$ cat src/rtl/mips_ctrl_pkg.sv
// Shared constants and types for the multicycle MIPS main controller:
// opcode/funct encodings, FSM state encoding and datapath mux encodings.
package mips_ctrl_pkg;

  localparam logic [5:0] OP_RTYPE = 6'b000000;
  localparam logic [5:0] OP_LW    = 6'b100011;
  localparam logic [5:0] OP_SW    = 6'b101011;
  localparam logic [5:0] OP_BEQ   = 6'b000100;
  localparam logic [5:0] OP_J     = 6'b000010;
  localparam logic [5:0] OP_JAL   = 6'b000011;
  localparam logic [5:0] OP_ADDI  = 6'b001000;

  localparam logic [5:0] FUNCT_JR = 6'b001000;

  typedef enum logic [3:0] {
    S_FETCH    = 4'd0,
    S_DECODE   = 4'd1,
    S_MEMADR   = 4'd2,
    S_MEMRD    = 4'd3,
    S_MEMWB    = 4'd4,
    S_MEMWR    = 4'd5,
    S_RTYPE_EX = 4'd6,
    S_RTYPE_WB = 4'd7,
    S_BRANCH   = 4'd8,
    S_JUMP     = 4'd9,
    S_JAL      = 4'd10,
    S_JR       = 4'd11,
    S_ADDI_EX  = 4'd12,
    S_ADDI_WB  = 4'd13
  } state_t;

  localparam logic [1:0] ALUOP_ADD   = 2'b00;
  localparam logic [1:0] ALUOP_SUB   = 2'b01;
  localparam logic [1:0] ALUOP_FUNCT = 2'b10;

  localparam logic [1:0] SRCB_B      = 2'b00;
  localparam logic [1:0] SRCB_FOUR   = 2'b01;
  localparam logic [1:0] SRCB_IMM    = 2'b10;
  localparam logic [1:0] SRCB_IMM_SH = 2'b11;

  localparam logic [1:0] PCSRC_ALU    = 2'b00;
  localparam logic [1:0] PCSRC_ALUOUT = 2'b01;
  localparam logic [1:0] PCSRC_JUMP   = 2'b10;
  localparam logic [1:0] PCSRC_REGA   = 2'b11;

  // Full set of state-decoded datapath controls
  typedef struct packed {
    logic       pc_write;
    logic       pc_write_cond;
    logic       i_or_d;
    logic       mem_read;
    logic       mem_write;
    logic       ir_write;
    logic       mem_to_reg;
    logic       reg_dst;
    logic       reg_write;
    logic       alu_src_a;
    logic       jal;
    logic [1:0] alu_src_b;
    logic [1:0] alu_op;
    logic [1:0] pc_source;
    logic       instr_done;
  } ctrl_t;

endpackage

$ cat src/rtl/multicycle_control_outdec.sv
// Moore output decoder: maps the current state (plus the effective memory
// ready for the handshake-dependent strobes) to the datapath control word.
// Everything is forced to zero while reset_n is low.
module multicycle_ctrl_outdec
  import mips_ctrl_pkg::*;
(
  input  logic [3:0] state,
  input  logic       mem_ready,
  input  logic       reset_n,
  output ctrl_t      ctrl
);

  // Per-state control decode; unlisted outputs stay at zero
  always_comb begin
    ctrl = '0;
    if (reset_n) begin
      case (state)
        S_FETCH: begin
          ctrl.mem_read  = 1'b1;
          ctrl.alu_src_b = SRCB_FOUR;
          ctrl.alu_op    = ALUOP_ADD;
          ctrl.pc_source = PCSRC_ALU;
          ctrl.ir_write  = mem_ready;
          ctrl.pc_write  = mem_ready;
        end
        S_DECODE: begin
          ctrl.alu_src_b = SRCB_IMM_SH;
          ctrl.alu_op    = ALUOP_ADD;
        end
        S_MEMADR, S_ADDI_EX: begin
          ctrl.alu_src_a = 1'b1;
          ctrl.alu_src_b = SRCB_IMM;
          ctrl.alu_op    = ALUOP_ADD;
        end
        S_MEMRD: begin
          ctrl.i_or_d   = 1'b1;
          ctrl.mem_read = 1'b1;
        end
        S_MEMWB: begin
          ctrl.reg_write  = 1'b1;
          ctrl.mem_to_reg = 1'b1;
          ctrl.instr_done = 1'b1;
        end
        S_MEMWR: begin
          ctrl.i_or_d     = 1'b1;
          ctrl.mem_write  = 1'b1;
          ctrl.instr_done = mem_ready;
        end
        S_RTYPE_EX: begin
          ctrl.alu_src_a = 1'b1;
          ctrl.alu_src_b = SRCB_B;
          ctrl.alu_op    = ALUOP_FUNCT;
        end
        S_RTYPE_WB: begin
          ctrl.reg_write  = 1'b1;
          ctrl.reg_dst    = 1'b1;
          ctrl.instr_done = 1'b1;
        end
        S_BRANCH: begin
          ctrl.alu_src_a     = 1'b1;
          ctrl.alu_src_b     = SRCB_B;
          ctrl.alu_op        = ALUOP_SUB;
          ctrl.pc_write_cond = 1'b1;
          ctrl.pc_source     = PCSRC_ALUOUT;
          ctrl.instr_done    = 1'b1;
        end
        S_JUMP: begin
          ctrl.pc_write   = 1'b1;
          ctrl.pc_source  = PCSRC_JUMP;
          ctrl.instr_done = 1'b1;
        end
        S_JAL: begin
          ctrl.pc_write   = 1'b1;
          ctrl.pc_source  = PCSRC_JUMP;
          ctrl.reg_write  = 1'b1;
          ctrl.jal        = 1'b1;
          ctrl.instr_done = 1'b1;
        end
        S_JR: begin
          ctrl.pc_write   = 1'b1;
          ctrl.pc_source  = PCSRC_REGA;
          ctrl.instr_done = 1'b1;
        end
        S_ADDI_WB: begin
          ctrl.reg_write  = 1'b1;
          ctrl.instr_done = 1'b1;
        end
        default: ctrl = '0;
      endcase
    end
  end

endmodule

$ cat src/rtl/multicycle_control.sv
// Multicycle MIPS main controller: Moore FSM stepping each instruction
// through fetch/decode/execute/memory/writeback with a memory ready stall.
module multicycle_control
  import mips_ctrl_pkg::*;
#(
  parameter bit MEM_HANDSHAKE = 1'b1,
  parameter bit ADDI_EN       = 1'b1
) (
  input  logic       clk,
  input  logic       reset_n,
  input  logic [5:0] opcode,
  input  logic [5:0] funct,
  input  logic       mem_ready,
  output logic       PCWrite,
  output logic       PCWriteCond,
  output logic       IorD,
  output logic       MemRead,
  output logic       MemWrite,
  output logic       IRWrite,
  output logic       MemtoReg,
  output logic       RegDst,
  output logic       RegWrite,
  output logic       ALUSrcA,
  output logic       Jal,
  output logic [1:0] ALUSrcB,
  output logic [1:0] AluOP,
  output logic [1:0] PCSource,
  output logic       instr_done,
  output logic       illegal_op,
  output logic [3:0] state
);

  state_t cur_state;
  state_t nxt_state;
  logic   is_store;
  logic   ready;
  logic   illegal_dec;
  ctrl_t  ctrl;

  // Without a handshake every access completes in one cycle
  assign ready = MEM_HANDSHAKE ? mem_ready : 1'b1;

  // Next-state logic; opcode/funct only matter in DECODE
  always_comb begin
    nxt_state   = cur_state;
    illegal_dec = 1'b0;
    case (cur_state)
      S_FETCH:  if (ready) nxt_state = S_DECODE;
      S_DECODE: begin
        case (opcode)
          OP_LW, OP_SW: nxt_state = S_MEMADR;
          OP_RTYPE:     nxt_state = (funct == FUNCT_JR) ? S_JR : S_RTYPE_EX;
          OP_BEQ:       nxt_state = S_BRANCH;
          OP_J:         nxt_state = S_JUMP;
          OP_JAL:       nxt_state = S_JAL;
          OP_ADDI: begin
            if (ADDI_EN) begin
              nxt_state = S_ADDI_EX;
            end else begin
              nxt_state   = S_FETCH;
              illegal_dec = 1'b1;
            end
          end
          default: begin
            nxt_state   = S_FETCH;
            illegal_dec = 1'b1;
          end
        endcase
      end
      S_MEMADR:   nxt_state = is_store ? S_MEMWR : S_MEMRD;
      S_MEMRD:    if (ready) nxt_state = S_MEMWB;
      S_MEMWR:    if (ready) nxt_state = S_FETCH;
      S_RTYPE_EX: nxt_state = S_RTYPE_WB;
      S_ADDI_EX:  nxt_state = S_ADDI_WB;
      default:    nxt_state = S_FETCH;
    endcase
  end

  // State register; lw/sw choice is latched in DECODE since opcode is not held later
  always_ff @(posedge clk) begin
    if (!reset_n) begin
      cur_state <= S_FETCH;
      is_store  <= 1'b0;
    end else begin
      cur_state <= nxt_state;
      if (cur_state == S_DECODE) is_store <= (opcode == OP_SW);
    end
  end

  multicycle_ctrl_outdec u_outdec (
    .state     (cur_state),
    .mem_ready (ready),
    .reset_n   (reset_n),
    .ctrl      (ctrl)
  );

  assign PCWrite     = ctrl.pc_write;
  assign PCWriteCond = ctrl.pc_write_cond;
  assign IorD        = ctrl.i_or_d;
  assign MemRead     = ctrl.mem_read;
  assign MemWrite    = ctrl.mem_write;
  assign IRWrite     = ctrl.ir_write;
  assign MemtoReg    = ctrl.mem_to_reg;
  assign RegDst      = ctrl.reg_dst;
  assign RegWrite    = ctrl.reg_write;
  assign ALUSrcA     = ctrl.alu_src_a;
  assign Jal         = ctrl.jal;
  assign ALUSrcB     = ctrl.alu_src_b;
  assign AluOP       = ctrl.alu_op;
  assign PCSource    = ctrl.pc_source;
  assign instr_done  = ctrl.instr_done;
  assign illegal_op  = reset_n & illegal_dec;
  assign state       = cur_state;

endmodule

$ cat config.mk
export PLATFORM = sky130hd
export DESIGN_NAME = multicycle_control
export DESIGN_NICKNAME = d
export VERILOG_FILES = /design/src/rtl/mips_ctrl_pkg.sv /design/src/rtl/multicycle_control_outdec.sv /design/src/rtl/multicycle_control.sv
export SDC_FILE = /design/constraint.sdc
export NUM_CORES = 1
export LEC_CHECK = 0
export BUFFER_PORTS_ARGS = -buffer_cell sky130_fd_sc_hd__buf_2
export CAP_MARGIN = 40
export CORE_MARGIN = 1
export CORE_UTILIZATION = 35
export CTS_CLUSTER_DIAMETER = 30
export DETAILED_ROUTE_END_ITERATION = 10
export GPL_TIMING_DRIVEN = 0
export PLACE_DENSITY_LB_ADDON = 0.2
export SETUP_SLACK_MARGIN = 0.3
export SYNTH_ARGS = -nofsm -noshare
export SYNTH_HDL_FRONTEND = slang
export SYNTH_SLANG_ARGS = --single-unit
$ cat constraint.sdc
create_clock -name clk -period 3.6 [get_ports clk]
set_input_delay 0.9 -clock clk [delete_from_list [all_inputs] [get_ports clk]]
set_output_delay 0.9 -clock clk [all_outputs]
set_load 0.01 [all_outputs]
# [Word-level counts from Yosys, hierarchy flattened]
# Cells that the tools add are included.
[totals] regBits=5 out_inout_bits=23 word_cells=63
[op_classes] n_eq_ne=23 n_mux=24 bitwise_logic=1 reduce_logical=13
[op_table] op="$pmux 4 s7" n=1
[op_table] op="$eq 4x4->1 const B" n=6
[op_table] op="$pmux 4 s6" n=1
[op_table] op="$pmux 4 s5" n=1
[op_table] op="$mux 18" n=1
[op_table] op="$eq 4x3->1 const B" n=4
[op_table] op="$mux 4" n=4
[op_table] op="$reduce_or 7->1" n=2
[op_table] op="$eq 6x2->1 const B" n=2
[op_table] op="$eq 6x4->1 const B" n=2
[op_table] op="$eq 6x6->1 const B" n=2
[op_table] op="$mux 1" n=12
[op_table] op="$reduce_or 2->1" n=5
[op_table] op="$eq 4x2->1 const B" n=2
[op_table] op="$reduce_or 4->1" n=2
[op_table] op="$eq 6x3->1 const B" n=1
[op_table] op="$logic_not 6->1" n=1
[op_table] op="$ne 2x2->1 const B" n=3
[op_table] op="$pmux 2 s3" n=1
[op_table] op="$eq 4x1->1 const B" n=1
[op_table] op="$logic_not 4->1" n=1
[op_table] op="$pmux 1 s2" n=2
[op_table] op="$mux 3" n=1
[op_table] op="$reduce_and 3->1" n=1
[op_table] op="other kinds (2)" n=2

# [Depth between registers and ports, before layout]
# Gate-level depths: netlist of the first run.
[logic_depth] word_depth=5 ltp_mapped=5 mapped_depth_nobuf=4

# [Modules after synthesis]
# From an unflattened synthesis of the first run, not the netlist that was laid out.
[unflattened] hier_cells=106 area_unflattened_um2=762.0
[by_module_without_submodules] module="multicycle_control" n_inst=1 cells_per_inst=61 area_per_inst_um2=479.2 seq_area_each_um2=100.1
[by_module_without_submodules] module="multicycle_ctrl_outdec" n_inst=1 cells_per_inst=45 area_per_inst_um2=282.8 seq_area_each_um2=0.0

# [Worst setup path before layout of the first run]
# No wires, ideal clock.
[synth_path] path_kind="input-to-output" from="input opcode[3]" to="output illegal_op" arrival_ns=1.869 required_time_ns=2.700 setup_slack_ns=0.831 stages=5 path_cell_list="clkbuf_1 nor2b_1 a2bb2oi_1 o21ai_0 a211oi_1"
[synth_via] elab_chain_len=5 word_cells_on_any_way=11 cone_classes="6 x eq/ne; 2 x mux; 1 x bitwise; 2 x reduce/logical"
[synth_lines] item="start, declared" line="multicycle_control.sv:11" source="input logic [5:0] opcode,"
[synth_lines] item="$eq 6x6->1, or another cell as far along" line="multicycle_control.sv:50" source="case (opcode)"
[synth_lines] item="$reduce_or 7->1 (no line) (*)"
[synth_lines] item="$mux 1 (*)"
[synth_lines] item="$mux 1 (*)" line="multicycle_control.sv:47" source="case (cur_state)"
[synth_lines] item="$and 1x1->1 (*)" line="multicycle_control.sv:112" source="assign illegal_op = reset_n & illegal_dec;"
[synth_lines] item="end, declared" line="multicycle_control.sv:29" source="output logic illegal_op,"
# Mark *: on every way between the ends. The rest lies on a longest branch, timed or not.

# [Worst setup path after layout of the first run]
# Ends and elaborated chain as after synthesis.

==> metrics, run 1 <==
largest net degree at the start of global routing=11; fin crit share=80.4%; CP max-delay cell=clkbuf_1; Clock Latency Late Sink=240 ps; min cycle time layout=2890 ps; final hold vios=0; cts bufs inserted=3; # port buffers=34; Placed Area=957 um^2; IO Count=38; setup TNS=0 ps; area grow syn2layout=30.6%; met1 wire length=953 um; Ys Warns=0; Mapped Nets=126; Power Dens Cells=199 mW/mm^2; slew at the pin closest to its max-slew limit=471 ps; routability cong.=0.883; DP HPWL=1630 um; # setup viols final=0; Mean Syn Cell Area=6.79 um^2; RSZ-0062 raised after global routing=false; post-layout instance area=983 um^2; Worst R2R End=state[0]$_SDFFE_PN0P_; H-tree depth=1; Yosys cell types=45; async set-reset flop share out of synthesis=0%; WHS Endpoint=is_store$_SDFFE_PN0P_; Die Span X=48.4 um; Startpoint Class=input pin; first drt pass iteration count=4; run status=complete, no violations; CTS Root Cell=clkbuf_4; worst r2r src=state[1]$_SDFFE_PN0P_; f_max=0.345 GHz; core box area=0.00200 mm^2; CTS tree=yes; Ant. Diodes=0; Worst IR Drop VDD=0.170 mV; clk sink count=5; hold path startpoint=is_store$_SDFFE_PN0P_; top routing layer in use=met4; number of synthesized flops with an enable pin=0; cell count after synthesis=111; vias per cell=5.44; clock slew seen by the registers of the worst setup and hold paths=40 ps; DR DRC count=0; Worst EP arrival=1990 ps; area leader, netlist=dfxtp_1; Overflow after GRT=0; post-CTS sizing=0; top_reg_cell synth=dfxtp_1; fin nets=165; Starting Density=37.6%; HP Class=reg2reg; Worst Path Required=2700 ps; initial antenna violation count=0; Worst path max stage delay=240 ps; skew final=0.208 ps; Synth top area share=13.3%; # rows=16; Synth area leaders=dfxtp_1, nor2_1, a21oi_1, nor2b_1, nand2_1; Worst Hold Depth=2; worst rel slew slack=68.6%; reg2reg path depth=4; met3 WL=139 um; Seq/Total Area, Yosys=13.3%; critical path type=in2out; Routed WL=2100 um; full die area=0.00234 mm^2; Setup crit end kind=output pin; flops & latches, synth=5; Final Util=49.1%; Slew Viols, Final=0; # Max-Cap Violations=0; layout cells sized above 1=33.6%; P_leak=0.452 nW; initial DRC count=19; Via Count=958; Synth Cell Area=753 um^2; remaining antenna violation count=0; hold_buf cts=0; Met2 Wirelength=993 um; chip height=48.4 um; CP max FO=8; clk buf depth=2; post-CTS setup buffer count=0; drt wl/cell=11.9 um; GRT Overall Usage=18.7%; CP Cell Sequence=clkbuf_1 -> nor2b_1 -> a2bb2oi_1 -> o21ai_0 -> a211oi_1 -> buf_2; first-pass GRT wire length=3550 um; R2R Setup Slk=2020 ps; vias in the first global route=807
## metal layers
layer / track usage (%) / up-vias
met5: 0 / -
met4: 2.94 / 0
met3: 4.72 / 2
met2: 31.5 / 37
met1: 24.5 / 436
li1: - / 483
## cells by family after synthesis
logic type             count (synthesis)  synth area share, %
AND/OR/NAND/NOR                       59                 46.0
multiplexers                           2                 2.66
buffers and inverters                 14                 9.14
flip-flops                             5                 13.3
XOR/XNOR                               3                 3.49
AO/OA/AOI/OAI                         28                 25.4
## flip-flops by register name, summed over array words and instances (netlist names)
name      cells
state         4
is_store      1
## power by group
part | switching, W | internal (W) | leakage [nW]
sequential | 0.00000125 | 0.0000571 | 0.0406
clock | 0.0000244 | 0.0000420 | 0.0150
combinational | 0.0000413 | 0.0000300 | 0.396
total | 0.0000669 | 0.000129 | 0.452
## cell usage in the layout, fill, tap and decap left out, types with 2 or more instances in the layout
master	instances
a221oi_1	2
nor4_1	3
nor2b_1	6
nor4_2	2
nand3b_1	2
nor3_1	4
clkbuf_4	3
mux2i_1	2
nand2_1	9
nand3_1	2
and3_1	2
nor2_1	15
dfxtp_1	5
o21ai_0	5
xor2_1	2
and2_1	2
a21oi_1	8
nand2b_1	3
or4_1	2
inv_1	3
clkbuf_1	5
buf_2	38
## worst max-delay path, delay by kind of cell
kind,cells,cell delay (ps)
AOI/OAI and AO/OA,3,480
buffers and inverters,2,410
and+or+nand+nor,1,220
## worst max-delay path by stage
stage / start / endpoint / slack, ps
2_1_floorplan: opcode[3] / illegal_op / 830
3_3_place_gp: reset_n / MemWrite / 700
3_5_place_dp: opcode[3] / illegal_op / 690
4_1_cts: opcode[3] / illegal_op / 690
5_1_grt: reset_n / MemWrite / 550
6_report: opcode[3] / illegal_op / 710
## layout make-up
class / instances / area, um^2
timing repair buffer: 34 / 170
tap: 27 / 33.8
multi-input combinational: 92 / 584
buffer: 10 / 53.8
sequential: 5 / 100
inverter: 4 / 15.0
clock buffer: 4 / 26.3
fill: 219 / 1020
## cell usage after synthesis (2+ instances only)
master     n
nor4_2     2
clkbuf_1   4
nor2_1    15
dfxtp_1    5
or4_1      2
o21ai_0    5
and3_1     2
a21oi_1    8
nand3_1    2
inv_1      3
a221oi_1   2
nand3b_1   2
mux2i_1    2
nor2b_1    6
and2_1     2
nand2_1    9
nor3_1     4
nand2b_1   3
buf_2      4
nor4_1     3
xor2_1     2
## stage by stage
| step | power, W | setup slack, ps | hold slack [ps] | instances |
|---|---|---|---|---|
| global route | 0.000215 | 548 | 571 | 176 |
| floorplan | 0.000107 | 831 | 502 | 111 |
| detailed placement | 0.000130 | 691 | 548 | 172 |
| global placement | 0.000130 | 704 | 540 | 172 |
| finish | 0.000196 | 705 | 557 | 176 |
| CTS | 0.000198 | 688 | 555 | 176 |
Power figures use the tool's default switching activity.
==> run 2: changes to the inputs <==
--- a/config.mk
+++ b/config.mk
@@ -5,6 +5,7 @@
 export SDC_FILE = /design/constraint.sdc
 export NUM_CORES = 1
 export LEC_CHECK = 0
+export ABC_AREA = 1
 export BUFFER_PORTS_ARGS = -buffer_cell sky130_fd_sc_hd__buf_2
 export CAP_MARGIN = 40
 export CORE_MARGIN = 1
==> constraint.sdc (replaced) <==
create_clock -name clk -period 2.6 [get_ports clk]
set_input_delay 0.65 -clock clk [delete_from_list [all_inputs] [get_ports clk]]
set_output_delay 0.65 -clock clk [all_outputs]
set_load 0.01 [all_outputs]
==> run 2 against run 1 <==
Compared with the run above:
- power rose by 52%
- register-to-register slack worse by 740 ps
- routed wire length shrank 11%
- non-clock buffer count decreased by 4
- sequential cell count is the same
- cell count increased by 9.7%
- worst hold slack worse by 45 ps
- synthesized cell count up 14%
- clock power up 40%
- clock skew is 7.7 ps higher
- combinational power is 61% higher
- highest routed layer is now met3
==> metrics, run 2 <==
run status=complete, no violations; Min Hold Slack=512 ps (-45.1 ps); worst rel slew slack=67.6% (-0.93 points); clk sink count=5 (unchanged); Worst IR Drop VDD=0.298 mV (+75%); Yosys cell types=27 (-40%); clk buf depth=2 (unchanged); area grow syn2layout=36.9%; # port buffers=36 (+5.9%); most numerous cell in the Yosys netlist=nand2_1; Reg power frac=30.4% (+0.6 points); Die Span X=47.0 um (-2.9%); Clock power frac=31.1% (-2.7 points); core box area=0.00180 mm^2 (-10%); first drt pass iteration count=4 (unchanged); CP Cell Sequence=clkbuf_2 -> inv_1 -> clkbuf_1 -> nor3_1 -> buf_2; HP Class=reg2reg; GRT Overall Usage=18.4% (-0.34 points); top post-synthesis cells by count=nand2_1, nor2_1, inv_1; CTS Root Cell=clkbuf_4; async set-reset flop share out of synthesis=0% (unchanged); flops & latches, synth=5 (unchanged); DR DRC count=0 (unchanged); max reg flops=4 (unchanged); first-pass GRT wire length=2890 um (-18%); skew final=7.95 ps (+7.74 ps); Setup crit end kind=output pin; Overflow after GRT=0 (unchanged); remaining antenna violation count=0 (unchanged); Worst Hold Depth=2 (unchanged); top_reg_cell synth=dfxtp_1; Power Dens Cells=308 mW/mm^2 (+55%); Slew Viols, Final=0 (unchanged); setup TNS=0 ps (unchanged); routability cong.=0.770 (-13%); final hold vios=0 (unchanged); # setup viols final=0 (unchanged); Sw Ratio=38.8% (+4.7 points); Critical Path Start=reset_n; post-layout instance area=970 um^2 (-1.4%); Internal=0.000183 W (+42%); cts bufs inserted=3 (unchanged); f_max=0.442 GHz; Worst path max stage delay=400 ps (+160 ps); commonest non-fill, non-tap cell in the layout=buf_2; full die area=0.00221 mm^2 (-5.7%); P_leak=0.558 nW (+24%); Worst Path Required=1950 ps (-750 ps); worst r2r src=state[2]$_SDFFE_PN0P_; fin crit share=87.0%; Synth Cell Area=708 um^2 (-6.0%); hold_buf cts=0 (unchanged); initial DRC count=16 (-3); Final Util=53.8% (+4.7 points); Switch Pwr=0.000116 W (+73%); largest net degree at the start of global routing=11 (unchanged); vias per cell=4.66 (-14%); Worst EP arrival=1610 ps (-380 ps); critical path type=in2out; slew at the pin closest to its max-slew limit=485 ps (+13.9 ps); IO Count=38 (unchanged); CP max-delay cell=clkbuf_1; Worst R2R End=state[0]$_SDFFE_PN0P_; area leader, netlist=nand2_1; clock slew seen by the registers of the worst setup and hold paths=40 ps (about the same); R2R Setup Slk=1280 ps (-740 ps); number of synthesized flops with an enable pin=0 (unchanged); min cycle time layout=2260 ps; H-tree depth=1 (unchanged); Synth top area share=15.4% (+2.1 points); RSZ-0062 raised after global routing=true; crit path capture=ALUSrcB[0]; fin nets=184 (+12%); Placed Area=920 um^2 (-3.9%); initial antenna violation count=0 (unchanged); cell count after synthesis=127 (+14%); Starting Density=39.3% (+1.7 points); Ys Warns=0 (unchanged); CP max FO=10 (+2); Startpoint Class=input pin; Via Count=899 (-6.2%); Clock Latency Late Sink=250 ps (about the same); Seq/Total Area, Yosys=14.1% (+0.85 points); reg2reg path depth=7 (+3); Mapped Nets=142 (+13%); vias in the first global route=672 (-17%); DP HPWL=1490 um (-8.5%); # Max-Cap Violations=0 (unchanged); Mean Syn Cell Area=5.58 um^2 (-18%); layout cells sized above 1=41.1% (+7.5 points); CTS tree=yes; Comb pwr share=38.5% (+2.1 points); Ant. Diodes=0 (unchanged); Routed WL=1870 um (-11%); commonest non-fill, non-tap cells in the layout=buf_2, nand2_1, nor2_1; chip height=47.0 um (-2.9%); drt wl/cell=9.66 um (-19%); Synth area leaders=nand2_1, dfxtp_1, nor2_1, inv_1, nand3_1; # rows=15 (-1)
run 2: repair_timing:
item,4_1_cts,5_1_grt
hold endpoints to repair,0,0
resized for setup,2,5
pin swaps,0,2
setup buffers,0,1
setup endpoints to repair,2,9
run 2: layout make-up:
cell class                      count  area (um^2)
Sequential cell                     5          104
Buffer                              3         16.3
Clock buffer                        4         26.3
Timing Repair Buffer               37          188
Tap cell                           25         31.3
Multi-Input combinational cell    100          533
Inverter                           19         71.3
Fill cell                         207          832
run 2: per-stage QoR:
stage / worst slack [ps] / cells / total power, W
after global routing: 227 / 193 / 0.000320
after detailed placement: 251 / 188 / 0.000203
after global placement: 285 / 188 / 0.000201
after floorplan: 528 / 127 / 0.000167
final: 339 / 193 / 0.000299
after CTS: 296 / 192 / 0.000296
run 2: power by group through the flow:
stage | Combinational [W] | Sequential (W) | Clock, W
2_1_floorplan | 0.0000748 | 0.0000919 | 0
3_3_place_gp | 0.000110 | 0.0000914 | 0
3_5_place_dp | 0.000112 | 0.0000914 | 0
4_1_cts | 0.000112 | 0.0000901 | 0.0000938
5_1_grt | 0.000130 | 0.0000915 | 0.0000984
6_report | 0.000115 | 0.0000908 | 0.0000929
run 2: routing by layer:
| layer | GRT usage (%) | vias up | part of all wire [%] |
|---|---|---|---|
| met2 | 29.4 | 27 | 47 |
| met3 | 4.62 | 0 | 4.3 |
| met1 | 25.2 | 388 | 49 |
| li1 | - | 484 | - |
| met4 | 3.43 | 0 | 0 |
| met5 | 0 | - | 0 |
run 2: critical path: cells and delay by family:
family                 cells  cell delay (ps)
buffers and inverters      4              850
and+or+nand+nor            1              110
run 2: worst min path at each step:
stage / startpoint / endpoint / slack, ps
final: is_store$_SDFFE_PN0P_ / is_store$_SDFFE_PN0P_ / 510
after global routing: is_store$_SDFFE_PN0P_ / is_store$_SDFFE_PN0P_ / 530
after CTS: is_store$_SDFFE_PN0P_ / is_store$_SDFFE_PN0P_ / 510
after detailed placement: is_store$_SDFFE_PN0P_ / is_store$_SDFFE_PN0P_ / 500
after global placement: is_store$_SDFFE_PN0P_ / is_store$_SDFFE_PN0P_ / 510
after floorplan: is_store$_SDFFE_PN0P_ / is_store$_SDFFE_PN0P_ / 460
run 2: logic make-up after synthesis:
group	count (synthesis)	synth area share, %
flops	5	14.1
buf+inv	22	12.4
compound gates	15	12.7
simple gates	85	60.8
==> run 3: changes to the inputs <==
--- a/config.mk
+++ b/config.mk
@@ -5,7 +5,6 @@
 export SDC_FILE = /design/constraint.sdc
 export NUM_CORES = 1
 export LEC_CHECK = 0
-export ABC_AREA = 1
 export BUFFER_PORTS_ARGS = -buffer_cell sky130_fd_sc_hd__buf_2
 export CAP_MARGIN = 40
 export CORE_MARGIN = 1
==> constraint.sdc (replaced) <==
create_clock -name clk -period 2.75 [get_ports clk]
set_input_delay 0.6875 -clock clk [delete_from_list [all_inputs] [get_ports clk]]
set_output_delay 0.6875 -clock clk [all_outputs]
set_load 0.01 [all_outputs]
==> run 3 against run 2 <==
Compared with the run above:
- count of clock-buffer cells in the layout stayed put
- utilization is 3.8 points lower
- sequential power is 16% lower
- critical path depth stayed put
- clock skew is 7.6 ps lower
- setup slack better by 23 ps
- clock power is 6.6% lower
- cell count is 8.8% lower
- routed wire length is 12% higher
- critical endpoint is now illegal_op
- largest power group unchanged
- sequential share of layout area is 0.72 points lower
- die area is 6.1% higher
==> metrics, run 3 (same netlist as run 1, synthesis figures left out) <==
core box area=0.00200 mm^2 (+11%); hold_buf cts=0 (unchanged); run status=complete, no violations; Slew Viols, Final=0 (unchanged); full die area=0.00234 mm^2 (+6.1%); cts bufs inserted=3 (unchanged); clock slew seen by the registers of the worst setup and hold paths=40 ps (about the same); DR DRC count=0 (unchanged); # rows=16 (+1); # port buffers=34 (-5.6%); RSZ-0062 raised after global routing=true; Buf/Inv on CP=2 (-2); # Max-Cap Violations=0 (unchanged); commonest non-fill, non-tap cells in the layout=buf_2, nor2_1, nand2_1; Starting Density=37.6% (-1.7 points); slew at the pin closest to its max-slew limit=357 ps (-129 ps); Routed WL=2100 um (+12%); initial antenna violation count=0 (unchanged); Final Util=50.1% (-3.8 points); fin crit share=86.8%; chip height=48.4 um (+3.0%); Switch Pwr=0.0000883 W (-24%); worst rel slew slack=76.0% (+8.4 points); Comb pwr share=36.8% (-1.7 points); routability cong.=0.883 (+15%); Overflow after GRT=0 (unchanged); first drt pass iteration count=4 (unchanged); drt wl/cell=11.9 um (+23%); Crit path max-delay family=simple AND/OR/NAND/NOR gates; Sw Ratio=34.2% (-4.6 points); first-pass GRT wire length=3550 um (+23%); post-CTS setup buffer count=0 (unchanged); DP HPWL=1630 um (+9.3%); clk buf depth=2 (unchanged); critical path type=in2out; P_leak=0.468 nW (-16%); Clock power frac=33.6% (+2.5 points); H-tree depth=1 (unchanged); CP max FO=9 (-1); f_max=0.419 GHz; Internal=0.000170 W (-7.0%); remaining antenna violation count=0 (unchanged); Die Span X=48.4 um (+3.0%); Startpoint Class=input pin; Power Dens Cells=258 mW/mm^2 (-16%); max reg flops=4 (unchanged); HP Class=reg2reg; CP Cell Sequence=clkbuf_2 -> or4_1 -> o21ai_0 -> a211oi_1 -> buf_2; GRT Overall Usage=18.7% (+0.34 points); final hold vios=0 (unchanged); fin nets=165 (-10%); Worst Path Required=2060 ps (+110 ps); min cycle time layout=2390 ps; CTS Root Cell=clkbuf_4; # setup viols final=0 (unchanged); largest net degree at the start of global routing=11 (unchanged); IO Count=38 (unchanged); commonest non-fill, non-tap cell in the layout=buf_2; Reg power frac=29.6% (-0.8 points); post-CTS sizing=1 (-1); area grow syn2layout=33.1%; clk sink count=5 (unchanged); Ant. Diodes=0 (unchanged); Worst path max stage delay=530 ps (+130 ps); Via Count=954 (+6.1%); Worst EP arrival=1700 ps (+90 ps); Setup crit end kind=output pin; CTS tree=yes; Worst IR Drop VDD=0.222 mV (-25%); skew final=0.300 ps (-7.65 ps); initial DRC count=20 (+4); setup TNS=0 ps (unchanged); vias in the first global route=807 (+20%); vias per cell=5.42 (+16%); fill count=215 (+3.9%); CP max-delay cell=or4_1; Clock Latency Late Sink=240 ps (about the same); layout cells sized above 1=38.3% (-2.8 points)
[run 3: cell count changes in the layout (fill, tap and decap cells not counted), moves of 3 or more]
cell	previous run	this run
nor2_1	24	15
nand2b_1	0	3
a21oi_1	4	8
nor2b_1	0	5
inv_2	4	0
clkbuf_2	1	4
nand3_1	10	2
dfxtp_2	3	0
nor4_1	0	3
nand2_1	29	9
nor2_4	4	0
inv_1	15	3
dfxtp_1	2	5
nand2_2	6	0
[run 3: per-layer routing]
layer / track usage [%] / share of wire, % / vias to the layer above
met5: 0 / 0 / -
met4: 2.94 / 0.67 / 0
met3: 4.72 / 5.3 / 2
met2: 31.5 / 48 / 31
met1: 24.5 / 45 / 438
li1: - / - / 483
[run 3: power by group through the flow]
stage | registers, W | logic (W) | clock network (W)
after global routing | 0.0000765 | 0.000106 | 0.000100
after floorplan | 0.0000784 | 0.0000612 | 0
after CTS | 0.0000763 | 0.0000937 | 0.0000893
after detailed placement | 0.0000776 | 0.0000931 | 0
final | 0.0000764 | 0.0000951 | 0.0000868
after global placement | 0.0000776 | 0.0000921 | 0
[run 3: stage by stage]
step	setup slack, ps	cell area, um^2	instances	total power, W	hold slack, ps
after floorplan	406	753	111	0.000140	502
after global placement	279	957	172	0.000170	540
after detailed placement	266	957	172	0.000171	548
after CTS	307	985	176	0.000259	555
after global routing	282	1000	176	0.000282	570
final	362	1000	176	0.000258	557
[run 3: worst register-to-register path: stages, from the launching register on]
cell and delay (ps):
dfxtp_1 310, buf_6 140, or4b_4 520, nor4_1 350
o31a_1 210
[run 3: cell type report]
class	instances	area (um^2)	area share, %
multi-input cells	92	592	59.1
repair buffers	34	170	17.0
flip-flops and latches	5	100	9.99
plain buffers	10	61.3	6.12
well taps	27	33.8	3.37
clock buffers	4	26.3	2.62
inverters	4	18.8	1.87
[run 3: path summary, 6_finish.rpt]
kind,cells past startpoint,slack (ps),from,end
max,5,360,opcode[1],illegal_op
min,2,560,is_store$_SDFFE_PN0P_,is_store$_SDFFE_PN0P_
max reg2reg,4,1170,state[1]$_SDFFE_PN0P_,state[0]$_SDFFE_PN0P_
min reg2reg,2,560,is_store$_SDFFE_PN0P_,is_store$_SDFFE_PN0P_
